File: src/rtl/alu_result_stage.sv
// rtl/alu_result_stage.sv - registered result stage: 2-entry skid buffer, flag derivation,
// accumulator/status commit on pop and sticky invalid-op error.
module alu_result_stage #(
  parameter int WIDTH = 4
) (
  input  logic             clk,
  input  logic             rst,
  input  logic             in_valid,
  output logic             in_ready,
  input  logic [2:0]       in_op,
  input  logic [WIDTH-1:0] in_result,
  input  logic             in_carry,
  input  logic             in_overflow,
  output logic             out_valid,
  input  logic             out_ready,
  output logic [WIDTH-1:0] out_result,
  output logic [3:0]       out_flags,
  output logic             out_is_cmp,
  output logic [WIDTH-1:0] acc,
  output logic [3:0]       status,
  output logic             err,
  input  logic             clr_err
);

  typedef enum logic [1:0] {EMPTY, ONE, TWO} state_t;

  state_t           state_q, state_d;
  logic             in_ready_q, in_ready_d;
  logic             out_valid_q, out_valid_d;
  logic [WIDTH-1:0] head_result_q, head_result_d;
  logic [3:0]       head_flags_q, head_flags_d;
  logic             head_cmp_q, head_cmp_d;
  logic [WIDTH-1:0] skid_result_q, skid_result_d;
  logic [3:0]       skid_flags_q, skid_flags_d;
  logic             skid_cmp_q, skid_cmp_d;
  logic [WIDTH-1:0] acc_q, acc_d;
  logic [3:0]       status_q, status_d;
  logic             err_q, err_d;

  logic             accept, op_legal, push, bad_op, pop;
  logic [3:0]       new_flags;
  logic             new_cmp;

  // Invalid ops are consumed by the handshake but never enter the buffer.
  assign op_legal  = (in_op <= 3'd4);
  assign accept    = in_valid && in_ready_q;
  assign push      = accept && op_legal;
  assign bad_op    = accept && !op_legal;
  assign pop       = out_valid_q && out_ready;
  assign new_flags = {in_result[WIDTH-1], (in_result == '0), in_overflow, in_carry};
  assign new_cmp   = (in_op == 3'd4);

  always_comb begin
    state_d       = state_q;
    head_result_d = head_result_q;
    head_flags_d  = head_flags_q;
    head_cmp_d    = head_cmp_q;
    skid_result_d = skid_result_q;
    skid_flags_d  = skid_flags_q;
    skid_cmp_d    = skid_cmp_q;
    case (state_q)
      EMPTY: begin
        if (push) begin
          state_d       = ONE;
          head_result_d = in_result;
          head_flags_d  = new_flags;
          head_cmp_d    = new_cmp;
        end
      end
      ONE: begin
        if (push && pop) begin
          head_result_d = in_result;
          head_flags_d  = new_flags;
          head_cmp_d    = new_cmp;
        end else if (push) begin
          state_d       = TWO;
          skid_result_d = in_result;
          skid_flags_d  = new_flags;
          skid_cmp_d    = new_cmp;
        end else if (pop) begin
          state_d = EMPTY;
        end
      end
      TWO: begin
        if (pop) begin
          state_d       = ONE;
          head_result_d = skid_result_q;
          head_flags_d  = skid_flags_q;
          head_cmp_d    = skid_cmp_q;
        end
      end
      default: state_d = EMPTY;
    endcase
    in_ready_d  = (state_d != TWO);
    out_valid_d = (state_d != EMPTY);
  end

  always_comb begin
    acc_d    = acc_q;
    status_d = status_q;
    err_d    = err_q;
    if (pop) begin
      status_d = head_flags_q;
      if (!head_cmp_q) acc_d = head_result_q;
    end
    // A new invalid op outranks a simultaneous clear.
    if (bad_op)       err_d = 1'b1;
    else if (clr_err) err_d = 1'b0;
  end

  always_ff @(posedge clk or posedge rst) begin
    if (rst) begin
      state_q       <= EMPTY;
      in_ready_q    <= 1'b1;
      out_valid_q   <= 1'b0;
      head_result_q <= '0;
      head_flags_q  <= '0;
      head_cmp_q    <= 1'b0;
      skid_result_q <= '0;
      skid_flags_q  <= '0;
      skid_cmp_q    <= 1'b0;
      acc_q         <= '0;
      status_q      <= '0;
      err_q         <= 1'b0;
    end else begin
      state_q       <= state_d;
      in_ready_q    <= in_ready_d;
      out_valid_q   <= out_valid_d;
      head_result_q <= head_result_d;
      head_flags_q  <= head_flags_d;
      head_cmp_q    <= head_cmp_d;
      skid_result_q <= skid_result_d;
      skid_flags_q  <= skid_flags_d;
      skid_cmp_q    <= skid_cmp_d;
      acc_q         <= acc_d;
      status_q      <= status_d;
      err_q         <= err_d;
    end
  end

  assign in_ready   = in_ready_q;
  assign out_valid  = out_valid_q;
  assign out_result = head_result_q;
  assign out_flags  = head_flags_q;
  assign out_is_cmp = head_cmp_q;
  assign acc        = acc_q;
  assign status     = status_q;
  assign err        = err_q;

endmodule

File: config.mk
export PLATFORM = sky130hd
export DESIGN_NAME = alu_result_stage
export DESIGN_NICKNAME = d
export VERILOG_FILES = /design/src/rtl/alu_result_stage.sv
export SDC_FILE = /design/constraint.sdc
export NUM_CORES = 1
export LEC_CHECK = 0
export BUFFER_PORTS_ARGS = -buffer_cell sky130_fd_sc_hd__buf_2
export CAP_MARGIN = 20
export CORE_ASPECT_RATIO = 1.1
export CORE_UTILIZATION = 35
export DETAILED_ROUTE_END_ITERATION = 10
export HOLD_SLACK_MARGIN = 0.03
export SLEW_MARGIN = 20
export SYNTH_ARGS = -nofsm -noshare
export SYNTH_HDL_FRONTEND = slang
export SYNTH_SLANG_ARGS = --single-unit
File: constraint.sdc
create_clock -name clk -period 1.8 [get_ports clk]
set_input_delay 0.36 -clock clk [delete_from_list [all_inputs] [get_ports clk]]
set_output_delay 0.36 -clock clk [all_outputs]
set_load 0.02 [all_outputs]
### After elaboration in Yosys (flattened, before gate mapping)

Cells that the tools add are included.

* flip-flop bits (word level): 31
* input bits: 14

* $lt $le $gt $ge: 1
* equal/unequal tests: 7
* mux-type cells: 20
* bitwise logic cells: 2
* reductions and logical operators: 14

Operator list (number)
* $mux 4: 6
* $pmux 4 s3: 2
* $mux 2: 5
* $ne 2x2->1 const B: 4
* $pmux 2 s3: 1
* $logic_and 1x1->1: 5
* $mux 1: 5
* $logic_not 4->1: 1
* $reduce_and 4->1: 1
* $reduce_bool 2->1: 2
* $eq 3x3->1 const B: 1
* $le 3x3->1 const B: 1
* $pmux 1 s3: 1
* $reduce_and 3->1: 1
* $reduce_bool 3->1: 1
* $eq 2x1->1 const B: 1
* $eq 2x2->1 const B: 1
* $logic_not 2->1: 1
* $not 1->1: 2
* $reduce_and 2->1: 1
* $logic_not 1->1: 1

### Logic depth before layout (Yosys ltp)

Gate-level depths: netlist (run 1).

* word-level depth: 6
* depth in mapped cells: 5

### Least setup slack after synthesis (run 1)

No wires, ideal clock.

* path kind: register to register
* start: register in_ready_q, in the netlist in_ready
* end: register skid_flags_q[0]
* arrival: 1404 ps
* data required time: 1675 ps
* slack: 272 ps
* stages on the path, launching flop included: 5
* buffers on the path: 1
* path through: dfstp_2 and3b_1 clkbuf_2 nand4_2 mux2_2

* cells in the longest elaborated chain, start to end: 5

RTL lines
* start: declaration: RTL line 28 `logic in_ready_q, in_ready_d;`
* start signal: assignment: RTL line 127 `in_ready_q <= in_ready_d;`
* $logic_and 1x1->1 *: RTL line 46 `assign accept = in_valid && in_ready_q;`
* $logic_and 1x1->1 *: RTL line 47 `assign push = accept && op_legal;`
* $logic_and 1x1->1: RTL line 71 `if (push && pop) begin`
* $not 1->1 (no source line)
* $reduce_and 3->1 (no source line) *
* end signal: assignment: RTL line 133 `skid_flags_q <= skid_flags_d;`
* end: declaration: RTL line 34 `logic [3:0] skid_flags_q, skid_flags_d;`

Every way passes the cells marked *; elsewhere a longest branch is shown, timed or not.
A chain may end at the register's enable or synchronous reset.

### Worst setup path in the final report (run 1)

* start: register in_ready_q, in the netlist in_ready
* end: register head_flags_q[1], in the netlist out_flags[1]

* cells in the longest elaborated chain, start to end: 5

RTL lines
* $logic_and 1x1->1 *: RTL line 46
* $logic_and 1x1->1 *: RTL line 47
* $logic_and 1x1->1: RTL line 71
* $ne 2x2->1 (no source line)
* $reduce_and 4->1 (no source line) *
* end signal: assignment: RTL line 130 `head_flags_q <= head_flags_d;`
* end: declaration: RTL line 31 `logic [3:0] head_flags_q, head_flags_d;`

Marked as above.

==> results.py, run 1 <==
metrics = {
    "outcome": {
        "status": "complete, no violations",
    },
    "drt": {
        "drtIter0Drc": 18,
        "routed_via_density": 4.99,
        "first_pass_iters": 4,
        "wirelength_um": 2530,
        "wl_per_cell_um": 14.0,
        "ant_nets": 0,
        "drc_errors": 0,
        "vias": 904,
    },
    "power_and_ir_drop": {
        "power.share.clock_pct": 16.8,
        "pwr-share-comb_pct": 40.6,
        "seq_power_share_pct": 42.6,
        "sw_frac_of_total_pct": 38.8,
        "p_int_mw": 1.68,
        "p_sw_mw": 1.07,
        "p_leak_nw": 0.676,
        "peakVddDrop_mv": 0.659,
        "powerDensity_mw_per_mm2": 1810,
    },
    "critical_path": {
        "crit_start": "in_ready",
        "worst-path-buf-inv": 0,
        "endpoint": "out_flags[1]",
        "worstSetupEndpointType": "flop",
        "crit_chain": "and3b_1 -> nand3_1 -> o221a_1",
        "timing.rr.end": "out_flags[1]",
        "cp.arrival_ns": 1.82,
        "critPathSlowestCell": "dfstp_2",
        "r2r_slack_ns": 0.19,
        "rr_worst_depth": 3,
        "critical_path_class": "reg2reg",
        "setup.worst_path.start_class": "flop",
        "path_depth": 3,
        "slowest_delay_ns": 0.54,
        "cp_max_fo": 8,
        "rr_startpoint": "in_ready",
        "required_ns": 2.01,
        "cp_top_family": "simple AND/OR/NAND/NOR gates",
    },
    "clocking": {
        "cts_setup_buffers": 0,
        "ctsHoldBuffers": 0,
        "path_clk_slew_ns": 0.10,
        "cts_buffers": 5,
        "cts_tree": "yes",
        "root_buffer": "clkbuf_4",
        "insertion_delay_ns": 0.33,
        "cts_max_level": 2,
        "cts_resized": 0,
        "clkSinkCount": 29,
        "cts_buffer_depth": 2,
    },
    "synthesis": {
        "yosys-top-cells-area": "dfrtp_1 57%, mux2_2 14%, o221a_1 6.4%",
        "yosysTopAreaCellShare_pct": 56.7,
        "synth_area_per_cell_sq_um": 13.1,
        "ys_seq_area_share_pct": 58.9,
        "netlist_instances": 94,
        "ys_warn_count": 0,
        "synth_area_leader_cell": "dfrtp_1",
        "synth_nets": 108,
        "synthesis.area_sq_mm": 0.00123,
        "ys_ff_latch": 29,
        "yosysUniqueCellTypes": 30,
    },
    "place": {
        "dp_hpwl_um": 1720,
        "io_buffer_count": 33,
        "place.gp.congestion": 0.735,
    },
    "min_path": {
        "hold_path.class": "in2async",
    },
    "die": {
        "design.die.area_sq_mm": 0.00377,
        "die_w_um": 58.6,
        "die_h_um": 64.3,
        "start_util_pct": 36.8,
        "core_region_area_sq_mm": 0.00336,
        "io_pins": 34,
        "num_rows": 22,
    },
    "layout": {
        "areaGrowthSynthToFinish_pct": 23.2,
        "n_antenna_cell": 0,
        "fin_util_pct": 45.3,
        "layout.nets": 146,
        "layout_common_cells": "33 x buf_2, 28 x dfrtp_1, 15 x mux2_2",
        "layout-drive-gt1-share_pct": 48.1,
        "final_common_cell": "buf_2",
    },
    "global_routing": {
        "grt_overflow": 0,
        "grt_pass1_wl_um": 4080,
        "grt_max_degree": 30,
        "grt_antenna_before_repair": 0,
        "grt_pass1_vias": 873,
        "grt_usage_pct": 14.8,
    },
    "sta": {
        "fin_skew_ns": 0.00977,
        "period_needed_ns": 1.61,
        "rsz0062_at_grt": "false",
        "max_freq_ghz": 0.623,
        "maxSlewViolCount": 0,
        "maxSlewHeadroom_pct": 70.5,
        "period_share_pct": 89.2,
        "worst_pin_slew_ns": 0.432,
        "finalSetupViolations": 0,
        "hold_viol": 0,
        "finalSetupTns_ns": 0,
    },
    "flow_run": {
        "maxCapViolCount": 0,
    },
}
cell usage after synthesis (all sizes together):
library cell,instances
nand2,6
inv,4
o221a,7
mux2,15
buf,1
clkbuf,2
nand4,1
a22o,1
xor2,1
nor4,1
or3,7
dfstp,1
nand3,2
and3b,1
nor2b,1
nor2,3
a32oi,1
a311oi,1
or2,1
o21ai,4
o22ai,2
a2111oi,1
nand2b,1
dfrtp,28
a21oi,1
area by class of cell:
cell class / instances / area, sq um
Tap cell: 48 / 60.1
Fill cell: 338 / 1840
Timing Repair Buffer: 34 / 173
Sequential cell: 29 / 727
Multi-Input combinational cell: 58 / 477
Clock inverter: 1 / 5.00
Inverter: 4 / 15.0
Clock buffer: 7 / 65.1
layer usage:
metal,global-route usage (%),share of wire (%),routed length [um]
met2,22.8,47,1190
met3,4.25,5.8,147
met1,18.1,44,1130
met5,0,0,0
met4,8.93,2.6,67
power groups by stage:
stage	clock network (mW)	logic, mW	registers, mW
after floorplan	0	0.554	1.41
after global placement	0	1.11	1.17
after detailed placement	0	1.13	1.19
after CTS	0.479	1.14	1.18
after global routing	0.505	1.21	1.22
final	0.461	1.12	1.17
metrics by stage:
step	instance area (sq um)	power, mW	setup WS (ns)	std cells	hold slack (ns)
finish	1520	2.75	0.195	181	0.0781
global route	1520	2.94	0.0585	181	0.106
CTS	1520	2.79	0.150	181	0.0882
detailed placement	1450	2.32	0.0960	173	0.457
global placement	1450	2.28	0.117	173	0.445
floorplan	1230	1.96	0.272	94	0.437
state kept, by name, summed over array words and instances (netlist names):
name,count
status,4
out_is_cmp,1
skid_result_q,4
acc,4
out_result,4
out_valid,1
in_ready,1
out_flags,3
state_q,2
skid_cmp_q,1
err,1
skid_flags_q,3
cells by family after synthesis:
| logic type | synth area share (%) |
|---|---|
| mux | 13.7 |
| compound gates | 13.1 |
| flops | 58.9 |
| buf+inv | 2.53 |
| simple gates | 11.1 |
| xor+xnor | 0.709 |
worst min-delay path by stage:
stage	from	to	slack (ns)	cells past startpoint
floorplan	rst	acc[0]	0.44	1
CTS	rst	status[0]	0.09	3
detailed placement	rst	acc[3]	0.46	3
finish	rst	out_result[2]	0.08	3
global route	rst	out_result[2]	0.11	3
global placement	rst	status[3]	0.44	3
tightest hold or removal path, delay by kind of cell:
family,cells,cell delay (ns)
buf+inv,3,0.46
(Power assumes the default switching activity.)
==> run 2: changes to the inputs <==
--- a/config.mk
+++ b/config.mk
@@ -7,10 +7,13 @@
 export LEC_CHECK = 0
 export BUFFER_PORTS_ARGS = -buffer_cell sky130_fd_sc_hd__buf_2
 export CAP_MARGIN = 20
+export CELL_PAD_IN_SITES_DETAIL_PLACEMENT = 1
+export CELL_PAD_IN_SITES_GLOBAL_PLACEMENT = 2
 export CORE_ASPECT_RATIO = 1.1
-export CORE_UTILIZATION = 35
+export CORE_UTILIZATION = 33
 export DETAILED_ROUTE_END_ITERATION = 10
 export HOLD_SLACK_MARGIN = 0.03
+export PLACE_DENSITY_LB_ADDON = 0.1
 export SLEW_MARGIN = 20
 export SYNTH_ARGS = -nofsm -noshare
 export SYNTH_HDL_FRONTEND = slang
==> results.py, run 2 (synthesis results as in run 1) <==
metrics = {
    "layout": {
        "areaGrowthSynthToFinish_pct": 23.8,
        "layout_common_cells": "33 x buf_2, 28 x dfrtp_1, 15 x mux2_2",
        "final_common_cell": "buf_2",
        "nFillCells": 380,
        "n_antenna_cell": 0,
        "fin_util_pct": 44.4,
        "layout.nets": 147,
        "ff_latch_area_sq_um": 727,
        "fin_cells": 182,
        "layout-drive-gt1-share_pct": 48.5,
        "multi_input_area_sq_um": 477,
    },
    "drt": {
        "vias": 882,
        "first_pass_iters": 2,
        "wirelength_um": 2660,
        "drtIter0Drc": 13,
        "routed_via_density": 4.85,
        "wl_per_cell_um": 14.6,
        "ant_nets": 0,
        "drc_errors": 0,
    },
    "sta": {
        "finalSetupViolations": 0,
        "maxSlewHeadroom_pct": 67.6,
        "setup_slack_ns": 0.179,
        "period_share_pct": 90.1,
        "finalSetupTns_ns": 0,
        "rsz0062_at_grt": "false",
        "maxSlewViolCount": 0,
        "worst_pin_slew_ns": 0.473,
        "period_needed_ns": 1.62,
        "hold_viol": 0,
        "fin_skew_ns": 0.00175,
        "max_freq_ghz": 0.617,
    },
    "clocking": {
        "clkSinkCount": 29,
        "cts_resized": 0,
        "cts_buffer_depth": 2,
        "ctsHoldBuffers": 0,
        "insertion_delay_ns": 0.32,
        "path_clk_slew_ns": 0.09,
        "cts_buffers": 5,
        "cts_setup_buffers": 0,
        "root_buffer": "clkbuf_4",
        "cts_max_level": 2,
        "cts_tree": "yes",
    },
    "place": {
        "place.gp.congestion": 0.660,
        "dp_hpwl_um": 1870,
        "io_buffer_count": 33,
        "dp_slack_ns": 0.129,
        "dp.cells": 174,
    },
    "critical_path": {
        "cp.arrival_ns": 1.83,
        "worst-path-buf-inv": 0,
        "cp_max_fo": 8,
        "setup.worst_path.start_class": "flop",
        "slowest_delay_ns": 0.54,
        "critical_path_class": "reg2reg",
        "cp_top_family": "simple AND/OR/NAND/NOR gates",
        "critPathSlowestCell": "dfstp_2",
        "crit_chain": "and3b_1 -> nand3_1 -> o221a_1",
        "required_ns": 2.01,
        "worstSetupEndpointType": "flop",
    },
    "global_routing": {
        "grt_overflow": 0,
        "grt_pass1_wl_um": 4630,
        "grt_antenna_before_repair": 0,
        "grt_usage_pct": 16.7,
        "grt_max_degree": 30,
        "grt_pass1_vias": 949,
    },
    "die": {
        "design.die.area_sq_mm": 0.00399,
        "die_w_um": 60.3,
        "io_pins": 34,
        "num_rows": 22,
        "start_util_pct": 35.9,
        "core_region_area_sq_mm": 0.00344,
        "die_h_um": 66.2,
    },
    "flow_run": {
        "maxCapViolCount": 0,
    },
    "power_and_ir_drop": {
        "p_leak_nw": 0.681,
        "peakVddDrop_mv": 0.606,
        "p_total_mw": 2.75,
        "powerDensity_mw_per_mm2": 1800,
    },
    "min_path": {
        "hold_path.class": "in2async",
    },
    "outcome": {
        "status": "complete, no violations",
    },
}
==> run 2: cell types whose count changed in the layout (fill, tap and decap cells not counted), sizes merged <==
cell and delta:
buf +1
==> run 2: report_power, final <==
part / internal, mW / switching [mW] / leakage, nW
clock: 0.226 / 0.225 / 0.0413
combinational: 0.491 / 0.635 / 0.301
sequential: 0.972 / 0.207 / 0.338
==> run 2: layer usage <==
metal	up-vias	share of wire, %	global-route usage (%)
met2	23	46	24.3
li1	431	-	-
met5	-	0	0
met3	5	4.1	5.87
met1	423	48	21.8
met4	0	2.1	7.85
==> run 2: final timing paths <==
kind	slack, ns	depth (start not counted)	endpoint	start
worst min register to register	0.50	2	skid_cmp_q	skid_cmp_q
worst max register to register	0.18	3	out_flags[1]	in_ready
worst min-delay path	0.09	3	acc[3]	rst
min in group clk	0.22	2	err	clr_err
max in group asynchronous	1.40	3	in_ready	rst
worst max-delay path	0.18	3	out_flags[1]	in_ready
==> run 2: area by class of cell <==
cell class	instances	share of cell area, %
Clock inverter	1	0.327
Tap cell	48	3.93
Sequential cell	29	47.5
Timing Repair Buffer	35	11.8
Clock buffer	7	4.26
Multi-Input combinational cell	58	31.2
Inverter	4	0.982
==> run 2: worst min-delay path: stages <==
cell and delay [ns]:
buf_2 0.09, inv_1 0.04, buf_4 0.34
==> run 2: through the flow <==
step	hold WS [ns]	cell area, sq um
after floorplan	0.437	1230
after global placement	0.448	1460
after detailed placement	0.452	1460
after CTS	0.0904	1530
after global routing	0.124	1530
final	0.0929	1530
==> run 3: changes to the inputs <==
==> constraint.sdc (replaced) <==
create_clock -name clk -period 1.8 [get_ports clk]
set_input_delay 0.45 -clock clk [delete_from_list [all_inputs] [get_ports clk]]
set_output_delay 0.45 -clock clk [all_outputs]
set_load 0.02 [all_outputs]
==> results.py, run 3 (synthesis results as in run 1) <==
metrics = {
    "outcome": {
        "status": "complete, no violations",
    },
    "clocking": {
        "cts_max_level": 2,
        "ctsHoldBuffers": 0,
        "path_clk_slew_ns": 0.09,
        "cts_setup_buffers": 0,
        "cts_resized": 0,
        "clkSinkCount": 29,
        "insertion_delay_ns": 0.33,
        "cts_buffers": 5,
        "root_buffer": "clkbuf_4",
        "cts_buffer_depth": 2,
        "cts_tree": "yes",
    },
    "power_and_ir_drop": {
        "power.share.clock_pct": 15.0,
        "pwr-share-comb_pct": 41.9,
        "seq_power_share_pct": 43.0,
        "sw_frac_of_total_pct": 39.0,
        "peakVddDrop_mv": 0.744,
        "p_sw_mw": 1.07,
        "p_leak_nw": 0.681,
        "p_total_mw": 2.74,
        "powerDensity_mw_per_mm2": 1790,
        "p_int_mw": 1.67,
    },
    "die": {
        "die_w_um": 60.3,
        "num_rows": 22,
        "design.die.area_sq_mm": 0.00399,
        "start_util_pct": 35.9,
        "io_pins": 34,
        "die_h_um": 66.2,
        "core_region_area_sq_mm": 0.00344,
    },
    "layout": {
        "ff_latch_area_sq_um": 727,
        "layout.nets": 149,
        "stdcell_area_sq_mm": 0.00153,
        "layout_common_cells": "33 x buf_2, 28 x dfrtp_1, 15 x mux2_2",
        "fin_cells": 184,
        "nFillCells": 389,
        "final_common_cell": "buf_2",
        "areaGrowthSynthToFinish_pct": 24.1,
        "n_antenna_cell": 0,
        "layout-drive-gt1-share_pct": 47.8,
        "multi_input_area_sq_um": 477,
    },
    "global_routing": {
        "grt_antenna_before_repair": 0,
        "grt_pass1_vias": 899,
        "grt_overflow": 0,
        "grt_pass1_wl_um": 4440,
        "grt_usage_pct": 15.9,
        "grt_max_degree": 30,
    },
    "critical_path": {
        "cp.arrival_ns": 1.82,
        "critPathSlowestCell": "dfstp_2",
        "setup.worst_path.start_class": "flop",
        "slowest_delay_ns": 0.54,
        "worstSetupEndpointType": "flop",
        "cp_max_fo": 9,
        "r2r_slack_ns": 0.19,
        "critical_path_class": "reg2reg",
        "required_ns": 2.01,
        "worst-path-buf-inv": 0,
        "cp_top_family": "simple AND/OR/NAND/NOR gates",
        "crit_chain": "and3b_1 -> nand4_2 -> mux2_2",
    },
    "sta": {
        "max_freq_ghz": 0.622,
        "maxSlewHeadroom_pct": 69.8,
        "finalSetupTns_ns": 0,
        "worst_pin_slew_ns": 0.442,
        "rsz0062_at_grt": "false",
        "fin_skew_ns": 0.00670,
        "period_needed_ns": 1.61,
        "finalSetupViolations": 0,
        "period_share_pct": 89.4,
        "setup_slack_ns": 0.191,
        "maxSlewViolCount": 0,
        "hold_viol": 0,
    },
    "drt": {
        "routed-wl-met3_um": 132,
        "vias": 899,
        "ant_nets": 0,
        "wl_met2_um": 1270,
        "drc_errors": 0,
        "wl_per_cell_um": 14.7,
        "drtIter0Drc": 7,
        "wirelength_um": 2700,
        "met1_length_um": 1270,
        "routed.top_layer": "met4",
        "first_pass_iters": 3,
        "routed_via_density": 4.89,
    },
    "min_path": {
        "hold_path.class": "in2async",
    },
    "flow_run": {
        "maxCapViolCount": 0,
    },
    "place": {
        "dp_slack_ns": 0.0714,
        "dp_hpwl_um": 1910,
        "dp.cells": 176,
        "place.gp.congestion": 0.711,
        "io_buffer_count": 33,
        "dpl_cell_area_sq_mm": 0.00147,
    },
}
run 3: cell types whose count changed in the layout (fill, tap and decap cells not counted):
cell / previous run / this run
clkbuf_1: 0 / 2
clkbuf_8: 2 / 1
clkinv_2: 1 / 0
buf_4: 2 / 4
run 3: through the flow:
step	hold slack, ns	utilization, %
2_1_floorplan	0.451	-
3_3_place_gp	0.473	42.8
3_5_place_dp	0.487	42.8
4_1_cts	0.183	44.5
5_1_grt	0.202	44.5
6_report	0.178	44.5
run 3: power by group through the flow:
| stage | Combinational [mW] | Clock [mW] | Sequential, mW |
|---|---|---|---|
| global route | 1.25 | 0.454 | 1.23 |
| detailed placement | 1.17 | 0 | 1.19 |
| finish | 1.15 | 0.412 | 1.18 |
| floorplan | 0.554 | 0 | 1.41 |
| CTS | 1.17 | 0.431 | 1.18 |
| global placement | 1.14 | 0 | 1.17 |
run 3: final cells by class:
cell class | instances | share of cell area [%]
repair buffers | 37 | 12.7
inverters | 4 | 0.980
multi-input cells | 58 | 31.1
clock buffers | 8 | 3.84
well taps | 48 | 3.92
flip-flops and latches | 29 | 47.4
run 3: worst paths after layout:
check                                    to  depth (start not counted)      from
min in group clk                        err                          2   clr_err
max reg2reg                skid_result_q[1]                          3  in_ready
min reg2reg                          acc[3]                          1    acc[3]
max in group asynchronous          in_ready                          3       rst
min                                  acc[3]                          3       rst
max                        skid_result_q[1]                          3  in_ready
run 3: worst register-to-register path, cell delays in order (launching register included):
cell and delay [ns]:
dfstp_2 0.54, and3b_1 0.26, nand4_2 0.32, mux2_2 0.38
run 3: per-layer routing:
layer	track usage (%)	vias up
li1	-	435
met1	20.7	437
met2	23.2	23
met3	5.87	4
met4	6.98	0
met5	0	-
